**config.mk**
```make
export PLATFORM = sky130hd
export DESIGN_NAME = multicycle_control
export DESIGN_NICKNAME = d
export VERILOG_FILES = /design/src/rtl/multicycle_control.sv
export SDC_FILE = /design/constraint.sdc
export NUM_CORES = 1
export LEC_CHECK = 0
export ABC_AREA = 0
export CORE_AREA = 2 2 39 41
export CTS_CLUSTER_SIZE = 28
export DETAILED_ROUTE_END_ITERATION = 7
export DIE_AREA = 0 0 41 43
export DONT_BUFFER_PORTS = 1
export PLACE_DENSITY = 0.71
export SKIP_LAST_GASP = 1
export SLEW_MARGIN = 20
export SYNTH_ARGS = -nofsm -noshare
export SYNTH_HDL_FRONTEND = slang
export SYNTH_SLANG_ARGS = --single-unit
```
**constraint.sdc**
```tcl
create_clock -name clk -period 1.6 [get_ports clk]
set_clock_uncertainty 0.1 [all_clocks]
set_input_delay 0.32 -clock clk [delete_from_list [all_inputs] [get_ports clk]]
set_output_delay 0.32 -clock clk [all_outputs]
set_load 0.05 [all_outputs]
```
**src/rtl/multicycle_control.sv**
```systemverilog
// Moore sequencer for the multi-cycle RV32 datapath.
// Steps fetch/decode/execute/memory/writeback over one shared ALU and memory port.
module multicycle_control #(
  parameter int STATE_W = 4
) (
  input  logic               clk,
  input  logic               rst_n,
  input  logic [6:0]         op,
  input  logic [2:0]         funct3,
  input  logic               funct7b5,
  input  logic               zero,
  input  logic               mem_ready,
  output logic               pc_write,
  output logic               ir_write,
  output logic               adr_src,
  output logic               mem_read,
  output logic               mem_write,
  output logic               reg_write,
  output logic [1:0]         result_src,
  output logic [1:0]         alu_src_a,
  output logic [1:0]         alu_src_b,
  output logic [3:0]         alu_control,
  output logic [1:0]         imm_src,
  output logic               illegal,
  output logic [STATE_W-1:0] state
);

  typedef enum logic [3:0] {
    FETCH    = 4'd0,
    DECODE   = 4'd1,
    MEMADR   = 4'd2,
    MEMREAD  = 4'd3,
    MEMWB    = 4'd4,
    MEMWRITE = 4'd5,
    EXECR    = 4'd6,
    EXECI    = 4'd7,
    ALUWB    = 4'd8,
    BRANCH   = 4'd9,
    JAL      = 4'd10,
    TRAP     = 4'd11
  } state_t;

  localparam logic [6:0] OP_LW  = 7'b0000011;
  localparam logic [6:0] OP_SW  = 7'b0100011;
  localparam logic [6:0] OP_R   = 7'b0110011;
  localparam logic [6:0] OP_I   = 7'b0010011;
  localparam logic [6:0] OP_B   = 7'b1100011;
  localparam logic [6:0] OP_JAL = 7'b1101111;

  localparam logic [3:0] ALU_ADD = 4'b0000;
  localparam logic [3:0] ALU_SUB = 4'b1000;

  state_t state_q;
  state_t state_d;
  logic   illegal_q;

  logic pc_write_s;
  logic ir_write_s;
  logic mem_read_s;
  logic mem_write_s;
  logic reg_write_s;

  always_ff @(posedge clk or negedge rst_n) begin
    if (!rst_n) begin
      state_q   <= FETCH;
      illegal_q <= 1'b0;
    end else begin
      state_q   <= state_d;
      illegal_q <= illegal_q | (state_d == TRAP);
    end
  end

  always_comb begin
    state_d = FETCH;
    unique case (state_q)
      FETCH:    state_d = mem_ready ? DECODE : FETCH;
      DECODE: begin
        unique case (1'b1)
          (op == OP_LW) || (op == OP_SW):
            state_d = MEMADR;
          op == OP_R:
            state_d = EXECR;
          op == OP_I:
            state_d = EXECI;
          op == OP_B:
            state_d = (funct3[2:1] == 2'b00) ? BRANCH : TRAP;
          op == OP_JAL:
            state_d = JAL;
          default:
            state_d = TRAP;
        endcase
      end
      MEMADR:   state_d = op[5] ? MEMWRITE : MEMREAD;
      MEMREAD:  state_d = mem_ready ? MEMWB : MEMREAD;
      MEMWB:    state_d = FETCH;
      MEMWRITE: state_d = mem_ready ? FETCH : MEMWRITE;
      EXECR:    state_d = ALUWB;
      EXECI:    state_d = ALUWB;
      ALUWB:    state_d = FETCH;
      BRANCH:   state_d = FETCH;
      JAL:      state_d = ALUWB;
      TRAP:     state_d = TRAP;
      default:  state_d = FETCH;
    endcase
  end

  always_comb begin
    pc_write_s  = 1'b0;
    ir_write_s  = 1'b0;
    adr_src     = 1'b0;
    mem_read_s  = 1'b0;
    mem_write_s = 1'b0;
    reg_write_s = 1'b0;
    result_src  = 2'b00;
    alu_src_a   = 2'b00;
    alu_src_b   = 2'b00;
    alu_control = ALU_ADD;
    unique case (state_q)
      FETCH: begin
        mem_read_s = 1'b1;
        alu_src_b  = 2'b10;
        result_src = 2'b10;
        ir_write_s = mem_ready;
        pc_write_s = mem_ready;
      end
      DECODE: begin
        alu_src_a = 2'b01;
        alu_src_b = 2'b01;
      end
      MEMADR: begin
        alu_src_a = 2'b10;
        alu_src_b = 2'b01;
      end
      MEMREAD: begin
        adr_src    = 1'b1;
        mem_read_s = 1'b1;
      end
      MEMWB: begin
        result_src  = 2'b01;
        reg_write_s = 1'b1;
      end
      MEMWRITE: begin
        adr_src     = 1'b1;
        mem_write_s = 1'b1;
      end
      EXECR: begin
        alu_src_a   = 2'b10;
        alu_control = {funct7b5, funct3};
      end
      EXECI: begin
        alu_src_a   = 2'b10;
        alu_src_b   = 2'b01;
        // only srai uses bit 30; addi etc. ignore it
        alu_control = {funct7b5 & (funct3 == 3'b101), funct3};
      end
      ALUWB: begin
        reg_write_s = 1'b1;
      end
      BRANCH: begin
        alu_src_a   = 2'b10;
        alu_control = ALU_SUB;
        pc_write_s  = zero ^ funct3[0];
      end
      JAL: begin
        alu_src_a  = 2'b01;
        alu_src_b  = 2'b10;
        pc_write_s = 1'b1;
      end
      default: begin
      end
    endcase
  end

  always_comb begin
    unique case (op)
      OP_SW:   imm_src = 2'b01;
      OP_B:    imm_src = 2'b10;
      OP_JAL:  imm_src = 2'b11;
      default: imm_src = 2'b00;
    endcase
  end

  // strobes are masked combinationally so nothing fires while rst_n is low
  assign pc_write  = pc_write_s  & rst_n;
  assign ir_write  = ir_write_s  & rst_n;
  assign mem_read  = mem_read_s  & rst_n;
  assign mem_write = mem_write_s & rst_n;
  assign reg_write = reg_write_s & rst_n;
  assign illegal   = illegal_q;
  assign state     = STATE_W'(state_q);

endmodule

```
==> results.py, run 1 <==
metrics = {
    "status": {
        "stop_error": "[ERROR DPL-0033] detailed placement checks failed during check placement.",
        "outcome": "did not finish",
        "lastStage": "clock tree synthesis (4_1_cts)",
    },
    "synthesis": {
        "seq_area_frac_synth_pct": 18.4,
        "syn_area_um2": 679,
        "synthFlopType": "dfrtp_1",
        "synth_edf_count": 0,
        "synth_top_area_share_pct": 18.4,
        "avgSynthCellArea_um2": 7.72,
        "synth_top_area_cell": "dfrtp_1",
        "yosysUniqueCellTypes": 40,
        "synthTopCellsByArea": "dfrtp_1 18%, and3_1 5.5%, nand2_1 3.9%, xnor2_1 3.9%, xor2_1 3.9%",
        "yosys_warnings": 0,
        "syn-instance-count": 88,
        "async_flop_share_pct": 100,
        "ys_seq_elements": 5,
        "syn_nets": 103,
    },
    "clocking": {
        "post_cts_buffers": 9,
        "htreeDepth": 1,
        "post_cts_resized": 8,
        "ctsHoldBuffers": 1,
        "cts_buffers": 3,
        "cts.sinks": 5,
        "clk_path_buf_depth": 2,
        "cts-root-buf": "clkbuf_4",
    },
    "placement": {
        "gp_congestion": 0.814,
        "place_hpwl_um": 1790,
        "place_area_um2": 1200,
        "io_buffers": 0,
    },
    "floorplan": {
        "die_w_um": 41,
        "num_io_pins": 38,
        "num_rows": 14,
        "start_util_pct": 49.1,
        "die_h_um": 43,
    },
}
[kinds of logic after synthesis]
kind of cell | count (synthesis) | share of synthesized area, %
buffers and inverters | 8 | 7.37
and+or+nand+nor | 51 | 45.7
muxes | 2 | 2.95
AOI/OAI and AO/OA | 16 | 17.9
DFF | 5 | 18.4
xor gates and xnor gates | 6 | 7.74
[metrics by stage]
stage	hold slack, ns	utilization [%]	instances	setup TNS [ns]	setup slack [ns]
after floorplan	-0.0756	-	88	-3.05	-0.306
after global placement	-0.0753	86.4	125	-0.00755	-0.00639
after detailed placement	-0.0754	86.4	125	-0.0992	-0.0452
[synthesized netlist by cell type, types with 2 or more instances]
master,n
nand2_1,7
and3_1,6
nor2_1,6
dfrtp_1,5
nand3_1,5
nor3_1,5
buf_2,4
nand2b_1,3
nand4_1,3
nor2b_1,3
xnor2_1,3
xor2_1,3
a21oi_1,2
buf_6,2
mux2i_1,2
nand3b_1,2
nor4_1,2
o21ai_1,2
or2b_1,2
==> inputs of run 2 (changes only) <==
--- a/config.mk
+++ b/config.mk
@@ -6,12 +6,11 @@
 export NUM_CORES = 1
 export LEC_CHECK = 0
 export ABC_AREA = 0
-export CORE_AREA = 2 2 39 41
-export CTS_CLUSTER_SIZE = 28
+export CORE_AREA = 2 2 63 65
 export DETAILED_ROUTE_END_ITERATION = 7
-export DIE_AREA = 0 0 41 43
+export DIE_AREA = 0 0 65 67
 export DONT_BUFFER_PORTS = 1
-export PLACE_DENSITY = 0.71
+export PLACE_DENSITY_LB_ADDON = 0.15
 export SKIP_LAST_GASP = 1
 export SLEW_MARGIN = 20
 export SYNTH_ARGS = -nofsm -noshare
==> results.py, run 2 <==
metrics = {
    "synthesis": {
        "synth_edf_count": 0,
        "yosys.area_share.simple_pct": 45.7,
        "synth_top_area_share_pct": 18.4,
        "yosysUniqueCellTypes": 40,
        "ys_seq_elements": 5,
        "avgSynthCellArea_um2": 7.72,
        "synthFlopType": "dfrtp_1",
        "syn-instance-count": 88,
        "synth_compound_area_share_pct": 17.9,
        "synth_xor_xnor_area_share_pct": 7.73,
        "muxShareOfSynthArea_pct": 2.95,
        "syn_area_um2": 679,
        "yosys_warnings": 0,
        "syn_nets": 103,
        "synthAdderAreaFrac_pct": 0,
        "ys_top_cells_by_count": "7 x nand2_1, 6 x and3_1, 6 x nor2_1",
        "synth_top_family_by_area": "simple AND/OR/NAND/NOR gates",
        "async_flop_share_pct": 100,
        "synth_most_common_cell": "nand2_1",
        "synth_top_area_cell": "dfrtp_1",
        "synthTopCellsByArea": "dfrtp_1 18%, and3_1 5.5%, nand2_1 3.9%, xnor2_1 3.9%, xor2_1 3.9%",
        "seq_area_frac_synth_pct": 18.4,
    },
    "layout": {
        "design_area_um2": 1560,
        "fin_nets": 148,
        "final_cell_mix": "27 x buf_4, 12 x buf_12, 7 x buf_6, 6 x and3_4, 5 x nor2_4",
        "drive_above_1_share_pct": 72.0,
        "area_growth_pct": 130,
        "antenna_cells": 0,
        "largest_reg_flops": 4,
        "instances_no_fill": 180,
        "fillers": 349,
        "final_common_cell": "buf_4",
    },
    "sta": {
        "post-route-min-period_ns": 1.84,
        "slew_headroom_pct": 67.9,
        "period_share_pct": 115,
        "finalSetupViolCount": 19,
        "hold_viol_final": 0,
        "fin_tns_setup_ns": -2.88,
        "whs_ns": 0.146,
        "max_freq_ghz": 0.544,
        "setup_slack_ns": -0.238,
        "tightest_slew_ns": 0.482,
        "grt_setup_unrepaired": "true",
        "drv_slew": 0,
    },
    "critical_path": {
        "critical_path.slowest_cell": "dfrtp_2",
        "crit_chain": "nand2b_4 > o22a_1 > o21ai_2 > and3_4",
        "crit_fanout": 5,
        "cp-start-kind": "flop",
        "slowest_delay_ns": 0.43,
        "crit_arrival_ns": 1.42,
        "critPathRequiredTime_ns": 1.18,
        "critPathKind": "flop to primary output",
        "cpLargestDelayFamily": "simple AND/OR/NAND/NOR gates",
        "critPathBufInv": 0,
        "cp-end-kind": "primary output",
    },
    "run": {
        "cap_violations": 0,
    },
    "clocking": {
        "clk_pin_slew_ns": 0.04,
        "cts-root-buf": "clkbuf_8",
        "tritoncts": "built",
        "clk_latency_ns": 0.22,
        "cts_buffers": 3,
        "cts.sinks": 5,
        "clk_path_buf_depth": 2,
        "htreeDepth": 1,
    },
    "status": {
        "violations": "negative setup slack",
        "outcome": "finished with violations",
    },
    "placement": {
        "io_buffers": 0,
        "place_hpwl_um": 2000,
        "place_area_um2": 1280,
        "gp_congestion": 0.835,
        "place_inst": 163,
    },
    "floorplan": {
        "coreArea_um2": 3610,
        "start_util_pct": 18.8,
        "die_area_um2": 4360,
        "die_h_um": 67,
        "die_w_um": 65,
        "num_io_pins": 38,
        "num_rows": 22,
    },
    "routing": {
        "routed_wl_um": 2720,
        "antenna_left": 0,
        "vias_per_cell": 4.67,
        "num_vias": 841,
        "drt_iter0_drc": 8,
        "wire_per_inst_um": 15.1,
        "drc": 0,
        "dr.pass1.iters": 2,
    },
    "global_route": {
        "grt_pass1_wl_um": 4380,
        "grt_usage_pct": 13.3,
        "grt_max_degree": 13,
        "grt_pass1_vias": 925,
        "grt_antenna_before_repair": 0,
        "grt_overflow": 0,
    },
    "power_and_ir_drop": {
        "p_per_area_nw_per_um2": 2570,
        "max-vdd-ir-drop_uv": 695,
        "leakage_uw": 0.000611,
        "power_uw": 4020,
    },
    "min_path": {
        "hold_path.class": "input pin to flop",
    },
}
## run 2: cell counts after synthesis
Identical to the previous run, type by type.
## run 2: cell families after synthesis
logic type / Yosys count
and+or+nand+nor: 51
buffers and inverters: 8
AOI/OAI and AO/OA: 16
DFF: 5
muxes: 2
xor gates and xnor gates: 6
## run 2: worst paths after layout
kind	slack [ns]	depth (start not counted)	startpoint	to
min in group asynchronous	0.30	1	rst_n	illegal
max in group asynchronous	0.87	1	rst_n	state[2]
worst min-delay path	0.15	2	op[4]	state[2]
worst max-delay path	-0.24	4	state[3]	pc_write
worst min register to register	0.68	3	state[3]	state[2]
worst max register to register	-0.09	6	state[1]	illegal
## run 2: stage by stage
stage	worst slack, ns	util [%]
CTS	-0.257	42.2
detailed placement	-0.0314	35.5
finish	-0.238	43.4
global placement	-0.0355	35.5
floorplan	-0.306	-
global route	-0.292	43.4
## run 2: final cells by class
class / instances / area (um2) / share of cell area [%]
Timing Repair Buffer: 47 / 532 / 34.0
Inverter: 1 / 3.75 / 0.240
Multi-Input combinational cell: 75 / 793 / 50.7
Clock buffer: 4 / 45.0 / 2.88
Sequential cell: 5 / 130 / 8.32
Tap cell: 48 / 60.1 / 3.84
## run 2: what timing repair did
action	in CTS	in global routing
hold buffers	1	0
gates resized for setup	23	7
endpoints found under the setup margin	17	18
endpoints found under the hold margin	5	0
setup buffers	11	2
gates cloned	0	0
pin swaps	17	12
## run 2: routing by layer
| layer | vias up | share of wire, % | global-route usage [%] |
|---|---|---|---|
| met4 | 0 | 1.4 | 4.26 |
| met1 | 397 | 40 | 14.3 |
| met3 | 4 | 4.3 | 2.70 |
| met2 | 28 | 55 | 25.8 |
| met5 | - | 0 | 0 |
| li1 | 412 | - | - |
## run 2: report_power, final
group	switching, uW	internal [uW]	leakage (uW)	total (uW)
clock	68.1	172	0.0000228	240
combinational	1760	1690	0.000533	3450
sequential	135	193	0.0000555	327
## run 2: worst register-to-register path: stages (launching register included)
cell       delay (ns)
dfrtp_2          0.45
buf_12           0.16
buf_6            0.12
nor4b_4          0.33
buf_4            0.19
o2bb2ai_4        0.13
a31o_1           0.15
Note: power is estimated with default switching activity, not from simulation.
==> inputs of run 3 (changes only) <==
--- a/config.mk
+++ b/config.mk
@@ -7,9 +7,11 @@
 export LEC_CHECK = 0
 export ABC_AREA = 0
 export CORE_AREA = 2 2 63 65
+export CTS_BUF_LIST = sky130_fd_sc_hd__clkbuf_8
 export DETAILED_ROUTE_END_ITERATION = 7
 export DIE_AREA = 0 0 65 67
 export DONT_BUFFER_PORTS = 1
+export MAX_ROUTING_LAYER = met4
 export PLACE_DENSITY_LB_ADDON = 0.15
 export SKIP_LAST_GASP = 1
 export SLEW_MARGIN = 20
==> results.py, run 3 (synthesized netlist as in run 2, its figures left out) <==
metrics = {
    "global_route": {
        "grt_usage_pct": 13.6,
        "grt_max_degree": 13,
        "grt_overflow": 0,
        "grt_pass1_wl_um": 4350,
        "grt_pass1_vias": 919,
        "grt_antenna_before_repair": 0,
    },
    "floorplan": {
        "num_rows": 22,
        "coreArea_um2": 3610,
        "die_h_um": 67,
        "num_io_pins": 38,
        "die_w_um": 65,
        "start_util_pct": 18.8,
        "die_area_um2": 4360,
    },
    "placement": {
        "place_hpwl_um": 2000,
        "place_area_um2": 1280,
        "io_buffers": 0,
        "gp_congestion": 0.848,
    },
    "clocking": {
        "cts-root-buf": "clkbuf_8",
        "htreeDepth": 1,
        "tritoncts": "built",
        "clk_latency_ns": 0.23,
        "cts.sinks": 5,
        "cts_buffers": 3,
        "clk_path_buf_depth": 2,
        "clk_pin_slew_ns": 0.04,
    },
    "critical_path": {
        "slowest_delay_ns": 0.43,
        "critPathKind": "flop to primary output",
        "critPathBufInv": 0,
        "reg2reg_to": "illegal",
        "r2r_start": "state[1]",
        "r2r_slack_ns": -0.07,
        "crit_chain": "nand2b_4 > o22a_1 > o21ai_2 > and3_4",
        "cp-end-kind": "primary output",
        "crit_fanout": 5,
        "worstRegToRegCells": 6,
        "cp-start-kind": "flop",
        "critPathRequiredTime_ns": 1.18,
        "critical_path.slowest_cell": "dfrtp_2",
        "crit_arrival_ns": 1.42,
        "cpLargestDelayFamily": "simple AND/OR/NAND/NOR gates",
    },
    "sta": {
        "fin_tns_setup_ns": -2.74,
        "hold_viol_final": 0,
        "period_share_pct": 115,
        "setup_slack_ns": -0.239,
        "max_freq_ghz": 0.544,
        "drv_slew": 0,
        "post-route-min-period_ns": 1.84,
        "finalSetupViolCount": 17,
        "tightest_slew_ns": 0.481,
        "grt_setup_unrepaired": "true",
        "slew_headroom_pct": 67.9,
    },
    "power_and_ir_drop": {
        "max-vdd-ir-drop_uv": 695,
        "leakage_uw": 0.000597,
        "p_per_area_nw_per_um2": 2570,
        "power_uw": 3950,
    },
    "layout": {
        "drive_above_1_share_pct": 71.5,
        "area_growth_pct": 127,
        "fillers": 351,
        "final_cell_mix": "26 x buf_4, 12 x buf_12, 6 x and3_4, 6 x buf_6, 5 x nor2_4",
        "final_common_cell": "buf_4",
        "fin_util_pct": 42.7,
        "design_area_um2": 1540,
        "antenna_cells": 0,
        "fin_nets": 146,
        "largest_reg_flops": 4,
    },
    "min_path": {
        "hold_path.class": "input pin to flop",
        "min_to": "state[2]",
        "hold_path_startpoint": "op[4]",
        "hold-path-cell-count": 2,
    },
    "status": {
        "violations": "negative setup slack",
        "outcome": "finished with violations",
    },
    "routing": {
        "antenna_left": 0,
        "dr.pass1.iters": 2,
        "num_vias": 829,
        "routed_wl_um": 2730,
        "vias_per_cell": 4.66,
        "drc": 0,
        "wire_per_inst_um": 15.3,
        "drt_iter0_drc": 5,
    },
    "run": {
        "cap_violations": 0,
    },
}
==> run 3: layout make-up <==
cell class	instances	area (um2)	area share, %
inverter	1	3.75	0.244
tap	48	60.1	3.90
clock inverter	1	3.75	0.244
timing repair buffer	45	513	33.3
clock buffer	3	41.3	2.68
multi-input combinational	75	788	51.2
sequential	5	130	8.45
==> run 3: report_power, final <==
part           internal (uW)  switching [uW]  leakage [uW]  total (uW)
registers                193             135     0.0000555         328
clock network            165            68.9     0.0000269         234
logic                   1640            1750      0.000515        3390
total                   2000            1960      0.000597        3950
==> run 3: what timing repair did <==
item / CTS / global route
endpoints found under the hold margin: 5 / 0
resized for setup: 23 / 5
hold buffers: 1 / 0
gates cloned: 0 / 0
endpoints found under the setup margin: 17 / 18
pin swaps: 17 / 10
setup buffers: 10 / 1
==> run 3: worst max-delay path by stage <==
stage / start / endpoint / slack (ns) / cells past startpoint
global placement: state[0] / alu_src_a[0] / -0.04 / 4
global route: state[0] / alu_src_a[0] / -0.29 / 5
finish: state[3] / pc_write / -0.24 / 4
floorplan: state[3] / result_src[1] / -0.31 / 3
detailed placement: state[0] / alu_src_a[0] / -0.03 / 4
CTS: state[3] / pc_write / -0.26 / 4
==> run 3: worst reg2reg max path, cell delays in order (launching register included) <==
cell and delay [ns]:
dfrtp_2 0.45, buf_12 0.16, buf_6 0.12, nor4b_4 0.31
buf_4 0.20, o2bb2ai_4 0.13, a31o_1 0.15
==> run 3: metrics by stage <==
step | setup slack [ns] | hold slack [ns] | std cells
2_1_floorplan | -0.306 | -0.0756 | 88
3_3_place_gp | -0.0355 | -0.0753 | 163
3_5_place_dp | -0.0314 | -0.0753 | 163
4_1_cts | -0.257 | 0.152 | 177
5_1_grt | -0.292 | 0.171 | 178
6_report | -0.239 | 0.171 | 178
==> run 3: layer usage <==
layer,wire [um],GRT usage [%]
met1,1080,14.2
met2,1480,25.6
met3,122,2.87
met4,38,4.26
met5,0,-
